--- src/rtl/axi_lite_cmd_master.sv ---
// AXI4-Lite master that runs one host command at a time as a single read or write transaction.
// Each wait phase has a watchdog, so every accepted command produces exactly one response.
`timescale 1ns/1ps
module axi_lite_cmd_master #(
  parameter int unsigned TIMEOUT_CYCLES = 256,
  parameter bit          FORCE_ALIGN    = 1'b1
) (
  input  logic        M_AXI_ACLK,
  input  logic        M_AXI_ARESETN,
  input  logic        cmd_valid,
  output logic        cmd_ready,
  input  logic        cmd_write,
  input  logic [31:0] cmd_addr,
  input  logic [31:0] cmd_wdata,
  input  logic [3:0]  cmd_wstrb,
  output logic        rsp_valid,
  input  logic        rsp_ready,
  output logic [31:0] rsp_rdata,
  output logic [1:0]  rsp_resp,
  output logic        rsp_timeout,
  output logic        busy,
  output logic [31:0] M_AXI_AWADDR,
  output logic        M_AXI_AWVALID,
  input  logic        M_AXI_AWREADY,
  output logic [31:0] M_AXI_WDATA,
  output logic [3:0]  M_AXI_WSTRB,
  output logic        M_AXI_WVALID,
  input  logic        M_AXI_WREADY,
  input  logic [1:0]  M_AXI_BRESP,
  input  logic        M_AXI_BVALID,
  output logic        M_AXI_BREADY,
  output logic [31:0] M_AXI_ARADDR,
  output logic        M_AXI_ARVALID,
  input  logic        M_AXI_ARREADY,
  input  logic [31:0] M_AXI_RDATA,
  input  logic [1:0]  M_AXI_RRESP,
  input  logic        M_AXI_RVALID,
  output logic        M_AXI_RREADY
);

  localparam int unsigned ADDR_W = 32;
  localparam int unsigned DATA_W = 32;
  localparam int unsigned STRB_W = 4;
  localparam int unsigned CNT_W  = 16;
  localparam logic [CNT_W-1:0] TO_LIMIT = CNT_W'(TIMEOUT_CYCLES);
  localparam logic [1:0]       RESP_SLVERR = 2'b10;

  typedef enum logic [2:0] {
    S_IDLE, S_WR_REQ, S_WR_RESP, S_RD_REQ, S_RD_DATA, S_RSP
  } state_t;

  state_t              r_state;
  logic [ADDR_W-1:0]   r_addr;
  logic [DATA_W-1:0]   r_wdata;
  logic [STRB_W-1:0]   r_wstrb;
  logic                r_awvalid;
  logic                r_wvalid;
  logic                r_bready;
  logic                r_arvalid;
  logic                r_rready;
  logic                r_cmd_ready;
  logic                r_busy;
  logic                r_rsp_valid;
  logic [DATA_W-1:0]   r_rsp_rdata;
  logic [1:0]          r_rsp_resp;
  logic                r_rsp_timeout;
  logic [CNT_W-1:0]    r_cnt;

  logic                w_aw_hs;
  logic                w_w_hs;
  logic                w_b_hs;
  logic                w_ar_hs;
  logic                w_r_hs;
  logic                w_any_hs;
  logic                w_wait;
  logic                w_expire;
  logic                w_aw_left;
  logic                w_w_left;
  logic [CNT_W-1:0]    w_cnt_inc;
  logic [ADDR_W-1:0]   w_addr_in;

  assign w_aw_hs   = r_awvalid & M_AXI_AWREADY;
  assign w_w_hs    = r_wvalid  & M_AXI_WREADY;
  assign w_b_hs    = r_bready  & M_AXI_BVALID;
  assign w_ar_hs   = r_arvalid & M_AXI_ARREADY;
  assign w_r_hs    = r_rready  & M_AXI_RVALID;
  assign w_any_hs  = w_aw_hs | w_w_hs | w_b_hs | w_ar_hs | w_r_hs;
  assign w_aw_left = r_awvalid & ~M_AXI_AWREADY;
  assign w_w_left  = r_wvalid  & ~M_AXI_WREADY;
  assign w_wait    = (r_state == S_WR_REQ) || (r_state == S_WR_RESP) ||
                     (r_state == S_RD_REQ) || (r_state == S_RD_DATA);
  assign w_cnt_inc = r_cnt + CNT_W'(1);
  // A zero limit disables the watchdog; a handshake in the same cycle always wins.
  assign w_expire  = (TO_LIMIT != '0) && (w_cnt_inc == TO_LIMIT) && !w_any_hs;
  assign w_addr_in = FORCE_ALIGN ? {cmd_addr[ADDR_W-1:2], 2'b00} : cmd_addr;

  always_ff @(posedge M_AXI_ACLK or negedge M_AXI_ARESETN) begin
    if (!M_AXI_ARESETN) begin
      r_state       <= S_IDLE;
      r_addr        <= '0;
      r_wdata       <= '0;
      r_wstrb       <= '0;
      r_awvalid     <= 1'b0;
      r_wvalid      <= 1'b0;
      r_bready      <= 1'b0;
      r_arvalid     <= 1'b0;
      r_rready      <= 1'b0;
      r_cmd_ready   <= 1'b0;
      r_busy        <= 1'b0;
      r_rsp_valid   <= 1'b0;
      r_rsp_rdata   <= '0;
      r_rsp_resp    <= '0;
      r_rsp_timeout <= 1'b0;
      r_cnt         <= '0;
    end else begin
      case (r_state)
        S_IDLE: begin
          r_cmd_ready <= 1'b1;
          r_cnt       <= '0;
          if (r_cmd_ready && cmd_valid) begin
            r_addr      <= w_addr_in;
            r_wdata     <= cmd_wdata;
            r_wstrb     <= cmd_wstrb;
            r_cmd_ready <= 1'b0;
            r_busy      <= 1'b1;
            if (cmd_write) begin
              r_awvalid <= 1'b1;
              r_wvalid  <= 1'b1;
              r_state   <= S_WR_REQ;
            end else begin
              r_arvalid <= 1'b1;
              r_state   <= S_RD_REQ;
            end
          end
        end
        S_WR_REQ: begin
          if (w_aw_hs) r_awvalid <= 1'b0;
          if (w_w_hs)  r_wvalid  <= 1'b0;
          if (!w_aw_left && !w_w_left) begin
            r_bready <= 1'b1;
            r_state  <= S_WR_RESP;
          end
        end
        S_WR_RESP: begin
          if (w_b_hs) begin
            r_bready      <= 1'b0;
            r_rsp_resp    <= M_AXI_BRESP;
            r_rsp_rdata   <= '0;
            r_rsp_timeout <= 1'b0;
            r_rsp_valid   <= 1'b1;
            r_state       <= S_RSP;
          end
        end
        S_RD_REQ: begin
          if (w_ar_hs) begin
            r_arvalid <= 1'b0;
            r_rready  <= 1'b1;
            r_state   <= S_RD_DATA;
          end
        end
        S_RD_DATA: begin
          if (w_r_hs) begin
            r_rready      <= 1'b0;
            r_rsp_resp    <= M_AXI_RRESP;
            r_rsp_rdata   <= M_AXI_RDATA;
            r_rsp_timeout <= 1'b0;
            r_rsp_valid   <= 1'b1;
            r_state       <= S_RSP;
          end
        end
        S_RSP: begin
          if (rsp_ready) begin
            r_rsp_valid <= 1'b0;
            r_busy      <= 1'b0;
            r_cmd_ready <= 1'b1;
            r_state     <= S_IDLE;
          end
        end
        default: r_state <= S_IDLE;
      endcase

      if (w_wait) begin
        r_cnt <= w_any_hs ? '0 : w_cnt_inc;
      end

      // Watchdog abort overrides whatever the phase logic above scheduled.
      if (w_wait && w_expire) begin
        r_awvalid     <= 1'b0;
        r_wvalid      <= 1'b0;
        r_bready      <= 1'b0;
        r_arvalid     <= 1'b0;
        r_rready      <= 1'b0;
        r_rsp_valid   <= 1'b1;
        r_rsp_timeout <= 1'b1;
        r_rsp_resp    <= RESP_SLVERR;
        r_rsp_rdata   <= '0;
        r_cnt         <= '0;
        r_state       <= S_RSP;
      end
    end
  end

  assign cmd_ready     = r_cmd_ready;
  assign busy          = r_busy;
  assign rsp_valid     = r_rsp_valid;
  assign rsp_rdata     = r_rsp_rdata;
  assign rsp_resp      = r_rsp_resp;
  assign rsp_timeout   = r_rsp_timeout;
  assign M_AXI_AWADDR  = r_addr;
  assign M_AXI_AWVALID = r_awvalid;
  assign M_AXI_WDATA   = r_wdata;
  assign M_AXI_WSTRB   = r_wstrb;
  assign M_AXI_WVALID  = r_wvalid;
  assign M_AXI_BREADY  = r_bready;
  assign M_AXI_ARADDR  = r_addr;
  assign M_AXI_ARVALID = r_arvalid;
  assign M_AXI_RREADY  = r_rready;

endmodule

--- config.mk ---
export PLATFORM = sky130hd
export DESIGN_NAME = axi_lite_cmd_master
export DESIGN_NICKNAME = d
export VERILOG_FILES = /design/src/rtl/axi_lite_cmd_master.sv
export SDC_FILE = /design/constraint.sdc
export NUM_CORES = 1
export LEC_CHECK = 0
export ABC_AREA = 1
export CAP_MARGIN = 20
export CORE_ASPECT_RATIO = 1.25
export CORE_MARGIN = 2
export CORE_UTILIZATION = 43
export CTS_BUF_LIST = sky130_fd_sc_hd__clkbuf_8 sky130_fd_sc_hd__clkbuf_16
export CTS_CLUSTER_DIAMETER = 60
export DETAILED_ROUTE_END_ITERATION = 10
export GPL_TIMING_DRIVEN = 1
export PLACE_DENSITY = 0.86
export SLEW_MARGIN = 20
export SYNTH_ARGS = -nofsm -noshare
export SYNTH_HDL_FRONTEND = slang
export SYNTH_SLANG_ARGS = --single-unit
--- constraint.sdc ---
create_clock -name M_AXI_ACLK -period 2.6 [get_ports M_AXI_ACLK]
set_clock_uncertainty 0.1 [all_clocks]
set_input_delay 0.52 -clock M_AXI_ACLK [delete_from_list [all_inputs] [get_ports M_AXI_ACLK]]
set_output_delay 0.52 -clock M_AXI_ACLK [all_outputs]
set_load 0.05 [all_outputs]
# Word level (Yosys, flattened, before mapping)
# Cells that the tools add are included.
# W data, S select, Z words.
[op_classes] n_addsub=1 n_mul=0 div=0 magnitude_cmp=0 eq_ne=18 shift=0 n_mux=54 bitwise_logic=13 n_reduce_logical=30
[op_table] operator="$mux W32" count=3
[op_table] operator="$mux W16" count=4
[op_table] operator="$pmux W32 S2" count=1
[op_table] operator="$mux W1" count=24
[op_table] operator="$mux W3" count=7
[op_table] operator="$pmux W3 S6" count=1
[op_table] operator="$reduce_bool A3 Y1" count=6
[op_table] operator="$add A16 B1 Y16 const B" count=1
[op_table] operator="$eq A16 B9 Y1 const B" count=1
[op_table] operator="$pmux W1 S2" count=8
[op_table] operator="$reduce_and A4 Y1" count=4
[op_table] operator="$ne A3 B2 Y1 const B" count=5
[op_table] operator="$ne A3 B3 Y1 const B" count=4
[op_table] operator="$reduce_and A3 Y1" count=4
[op_table] operator="$mux W2" count=4
[op_table] operator="$and A1 B1 Y1" count=7
[op_table] operator="$eq A3 B2 Y1 const B" count=2
[op_table] operator="$eq A3 B3 Y1 const B" count=2
[op_table] operator="$reduce_and A6 Y1" count=1
[op_table] operator="$logic_and A1 B1 Y1" count=4
[op_table] operator="$ne A2 B2 Y1 const B" count=2
[op_table] operator="$or A1 B1 Y1" count=4
[op_table] operator="$pmux W2 S2" count=1
[op_table] operator="$reduce_and A2 Y1" count=2
[op_table] operator="other kinds (9)" count=14
[word_totals] ff_bits=128 latch_bits=0 ramBits=0 mem_bits_ro=0 output_inout_bits=143 wordCells=132 n_memories=0

# Longest topological paths before layout
[depth] depth_word=10 ltp_mapped=16 depth_no_buf=16

# Least setup slack after synthesis
# No wires, ideal clock.
[synth_path] path_type="reg2reg" start="reg r_cnt[1]" end="reg r_rsp_rdata[0] (netlist: rsp_rdata[0])" setup_ns=0.120 arrival_ns=1.858 path_slack_ns=0.522 stages_incl_launch_ff=16 synth_period_minus_slack_ns=2.078 path_cell_list="dfrtp_1 > ha_1 > nand3_2 > nor2_2 > nand2_1 > nand2_1 > nand2_1 > nor2_1 > nand2_1 > nor2_2 > nand2_4 > o21ai_4 > nand2_4 > buf_6 > nand2_1 > o21ai_2"
[synth_between] elab_chain_cells=6 elab_cells_between_ends=9 cone_classes="add/sub (1); eq/ne (3); mux (1); reduce/logical (4)"
[synth_lines] element="start: declaration" line_no="67" source="logic [CNT_W-1:0] r_cnt;"
[synth_lines] element="start signal: assignment" line_no="183" source="r_cnt <= w_any_hs ? '0 : w_cnt_inc;"
[synth_lines] element="$add A16 B1 Y16 (*)" line_no="92" source="assign w_cnt_inc = r_cnt + CNT_W'(1);"
[synth_lines] element="$eq A16 B9 Y1 (*)" line_no="94" source="assign w_expire = (TO_LIMIT != '0) && (w_cnt_inc == TO_LIMIT) && !w_any_hs;"
[synth_lines] element="$logic_and A1 B1 Y1 (*)" line_no="94"
[synth_lines] element="$logic_and A1 B1 Y1 (*)" line_no="187" source="if (w_wait && w_expire) begin"
[synth_lines] element="$ne A3 B2 Y1 (no line) or $reduce_bool A3 Y1 (tied branches)"
[synth_lines] element="$reduce_and A3 Y1 (no line)"
[synth_lines] element="end signal: assignment" line_no="111" source="r_rsp_rdata <= '0;"
[synth_lines] element="end signal: assignment" line_no="148" source="r_rsp_rdata <= '0;"
[synth_lines] element="end signal: assignment" line_no="196" source="r_rsp_rdata <= '0;"
[synth_lines] element="end: declaration" line_no="64" source="logic [DATA_W-1:0] r_rsp_rdata;"
# Mark *: on every way between the ends. The rest lies on a longest branch, timed or not.
# A chain may end at the register's enable or synchronous reset.

# Final worst setup path
[layout_path] start="reg r_cnt[0]" end="reg r_rsp_rdata[18] (netlist: rsp_rdata[18])"
# Same word-level chain as after synthesis.

==> impl_metrics.tcl <==
set metrics [dict create \
    post_cts_buffers 0 \
    grt_max_degree 68 \
    drc 0 \
    m1WireLength_mm 6.50 \
    wl_mm 17.2 \
    min_period_ns 2.40 \
    antenna_cells 0 \
    place_area_um2 8700 \
    ys_warn_count 0 \
    start_util_pct 43.6 \
    synth_top_area_cell "dfrtp_1" \
    cts_buffer_depth 2 \
    area_delta_synth_final_pct 49.3 \
    regToRegSetupSlack_ns 0.20 \
    met2_length_mm 8.81 \
    seq_area_frac_synth_pct 51.4 \
    synth_top_cells_by_count "326 x nand2_1, 128 x dfrtp_1, 60 x nand3_1" \
    ir_drop_mv 1.26 \
    rsz0062_at_grt "no" \
    status "finished clean" \
    power_frac_clock_pct 17.1 \
    leakage_uw 0.00434 \
    grt_pass1_wl_mm 28.3 \
    power.internal_uw 6860 \
    final_nets 1102 \
    synthArstFlopShare_pct 100 \
    io_pins 257 \
    seqPwrFrac_pct 24.7 \
    dieArea_um2 15500 \
    finalHoldViolations 0 \
    clk_pin_slew_ns 0.06 \
    yosysMostFrequentCell "nand2_1" \
    cts.sinks 128 \
    placementRows 49 \
    relSlewSlack_pct 55.0 \
    dpl.cell_count 1144 \
    cts_made_buffers 17 \
    crit_required_ns 2.79 \
    swShare_pct 50.3 \
    top_layer "met4" \
    insertion_delay_ns 0.41 \
    cts_max_level 4 \
    synth_cells 764 \
    wl_met3_mm 1.43 \
    dp_hpwl_mm 12.4 \
    hold_path_class "reg2reg" \
    worstMarginPinSlew_ns 0.674 \
    cp_max_fo 43 \
    p_sw_uw 6950 \
    setup_tns_ns 0 \
    vias_per_cell 4.97 \
    grt_pass1_vias 5812 \
    holdWs_ns 0.368 \
    drt-initial-drc-count 322 \
    die_w_um 112 \
    track_usage_pct 22.5 \
    fmax_mhz 417 \
    grt-ovfl-total 0 \
    critical_path_class "reg2reg" \
    root_buffer "clkbuf_16" \
    yosys-top-cells-area "dfrtp_1 51%, nand2_1 20%, o21ai_2 4.9%" \
    synth_edf_count 0 \
    combPwrFrac_pct 58.2 \
    drive_above_1_share_pct 10.8 \
    syn_area_per_cell_um2 8.16 \
    wl_per_cell_um 14.7 \
    maxCapViolCount 0 \
    powerDensity_nw_per_um2 1480 \
    ys_types 29 \
    worstPathArrival_ns 2.58 \
    end_kind "register" \
    crit_path_start_kind "register" \
    num_vias 5842 \
    final_util_pct 65.2 \
    nFillCells 1141 \
    synth_top_area_share_pct 51.4 \
    cts_tree "done" \
    io_buffers 250 \
    slew_violations 0 \
    fp.dieH_um 139 \
    drtPass1Iterations 5 \
    ys_ff_latch 128 \
    design.core.area_um2 14300 \
    final_area_um2 9310 \
    final_cells 1176 \
    globalplace.congestion 0.884 \
    syn_area_um2 6230 \
    synth_flop_cell "dfrtp_1" \
    setup_viol 0 \
    fin_crit_sh_pct 92.1 \
    antenna_found_initial 0 \
    ant_nets 0 \
]
-- through the flow --
step	setup WS, ns	power, µW
after floorplan	0.522	9050
after global placement	0.132	11400
after detailed placement	0.110	11500
after CTS	0.168	13900
after global routing	0.0236	14500
final	0.204	13800
-- critical path, cell delays in order, from the launching register on --
cell and delay (ns):
dfrtp_1 0.41, ha_1 0.25, nand3_2 0.15, inv_2 0.16, nand3_1 0.09, nand2_1 0.08, nand2_1 0.07, inv_2 0.06
nand2_1 0.06, nor2_2 0.18, nand2_4 0.13, o21ai_4 0.09, nand2_4 0.09, buf_12 0.19, nand2_1 0.10, o21ai_2 0.05
-- power by group through the flow --
stage	Sequential [µW]	Clock [µW]	Combinational [µW]
global placement	3390	0	7960
global route	3510	2500	8490
finish	3410	2370	8040
floorplan	6040	0	3010
detailed placement	3410	0	8070
CTS	3400	2410	8090
-- timing repair --
item,4_1_cts,5_1_grt
resized for setup,0,4
hold buffers,1,0
setup endpoints to repair,0,32
endpoints found under the hold margin,30,0
-- cell families (layout without fill, tap and decap cells) --
group           Yosys count  in the layout  share of synthesized area (%)
compound gates           67             67                           8.01
fa+ha+maj                 2              2                          0.401
buf+inv                 112            343                           9.75
flops                   128            128                           51.4
other cells               1              4                         0.0601
simple gates            454            454                           30.4
-- final cells by class --
cell class                 instances  area, µm²  area share [%]
clock buffer                      18        439            4.72
clock inverter                    13        149            1.60
inverter                          47        176            1.89
multi-input combinational        527       2450            26.3
sequential                       128       3200            34.4
tap                              178        223            2.39
timing repair buffer             265       2670            28.7
-- layer usage --
metal	track usage (%)	up-vias
li1	-	2814
met1	26.2	2718
met2	38.4	271
met3	7.08	39
met4	8.97	0
met5	0	-
-- path summary, 6_finish.rpt --
path,cells past startpoint,endpoint,from
setup / recovery,15,rsp_rdata[18]$_DFFE_PN0P_,r_cnt[0]$_DFFE_PN0P_
hold / removal,2,M_AXI_WDATA[29]$_DFFE_PN0P_,M_AXI_WDATA[29]$_DFFE_PN0P_
setup reg to reg,15,rsp_rdata[18]$_DFFE_PN0P_,r_cnt[0]$_DFFE_PN0P_
hold reg to reg,2,M_AXI_WDATA[29]$_DFFE_PN0P_,M_AXI_WDATA[29]$_DFFE_PN0P_
max in group asynchronous,3,rsp_resp[1]$_DFFE_PN0P_,M_AXI_ARESETN
min in group asynchronous,2,rsp_rdata[15]$_DFFE_PN0P_,M_AXI_ARESETN
-- placed cells by master (no fill, tap or decap) --
cell               n
nand2_1          326
clkdlybuf4s50_1  249
dfrtp_1          127
nand3_1           60
inv_1             45
o21ai_2           35
nor2_1            32
clkbuf_16         17
o22ai_1           15
nand2_2           11
buf_4             10
nand4_1            9
o21ai_0            7
a21oi_1            6
nor2_2             5
nor2_4             4
conb_1             4
buf_12             4
inv_2              3
clkinv_2           3
bufinv_16          3
nand3_2            2
clkinv_1           2
o21ai_1            2
nand2_4            2
ha_1               2
clkinv_4           2
clkinvlp_4         2
nand3b_1           1
o21ai_4            1
nor3_2             1
nor3_1             1
a211oi_1           1
clkbuf_8           1
dlygate4sd3_1      1
buf_6              1
dfrtp_2            1
-- flip-flops by register name (all words and copies together), names as in the netlist, 2 cells and up --
| name | cells |
|---|---|
| M_AXI_ARADDR | 30 |
| M_AXI_WDATA | 32 |
| r_state | 3 |
| rsp_rdata | 32 |
| M_AXI_WSTRB | 4 |
| r_cnt | 16 |
| rsp_resp | 2 |
Power figures use the tool's default switching activity.
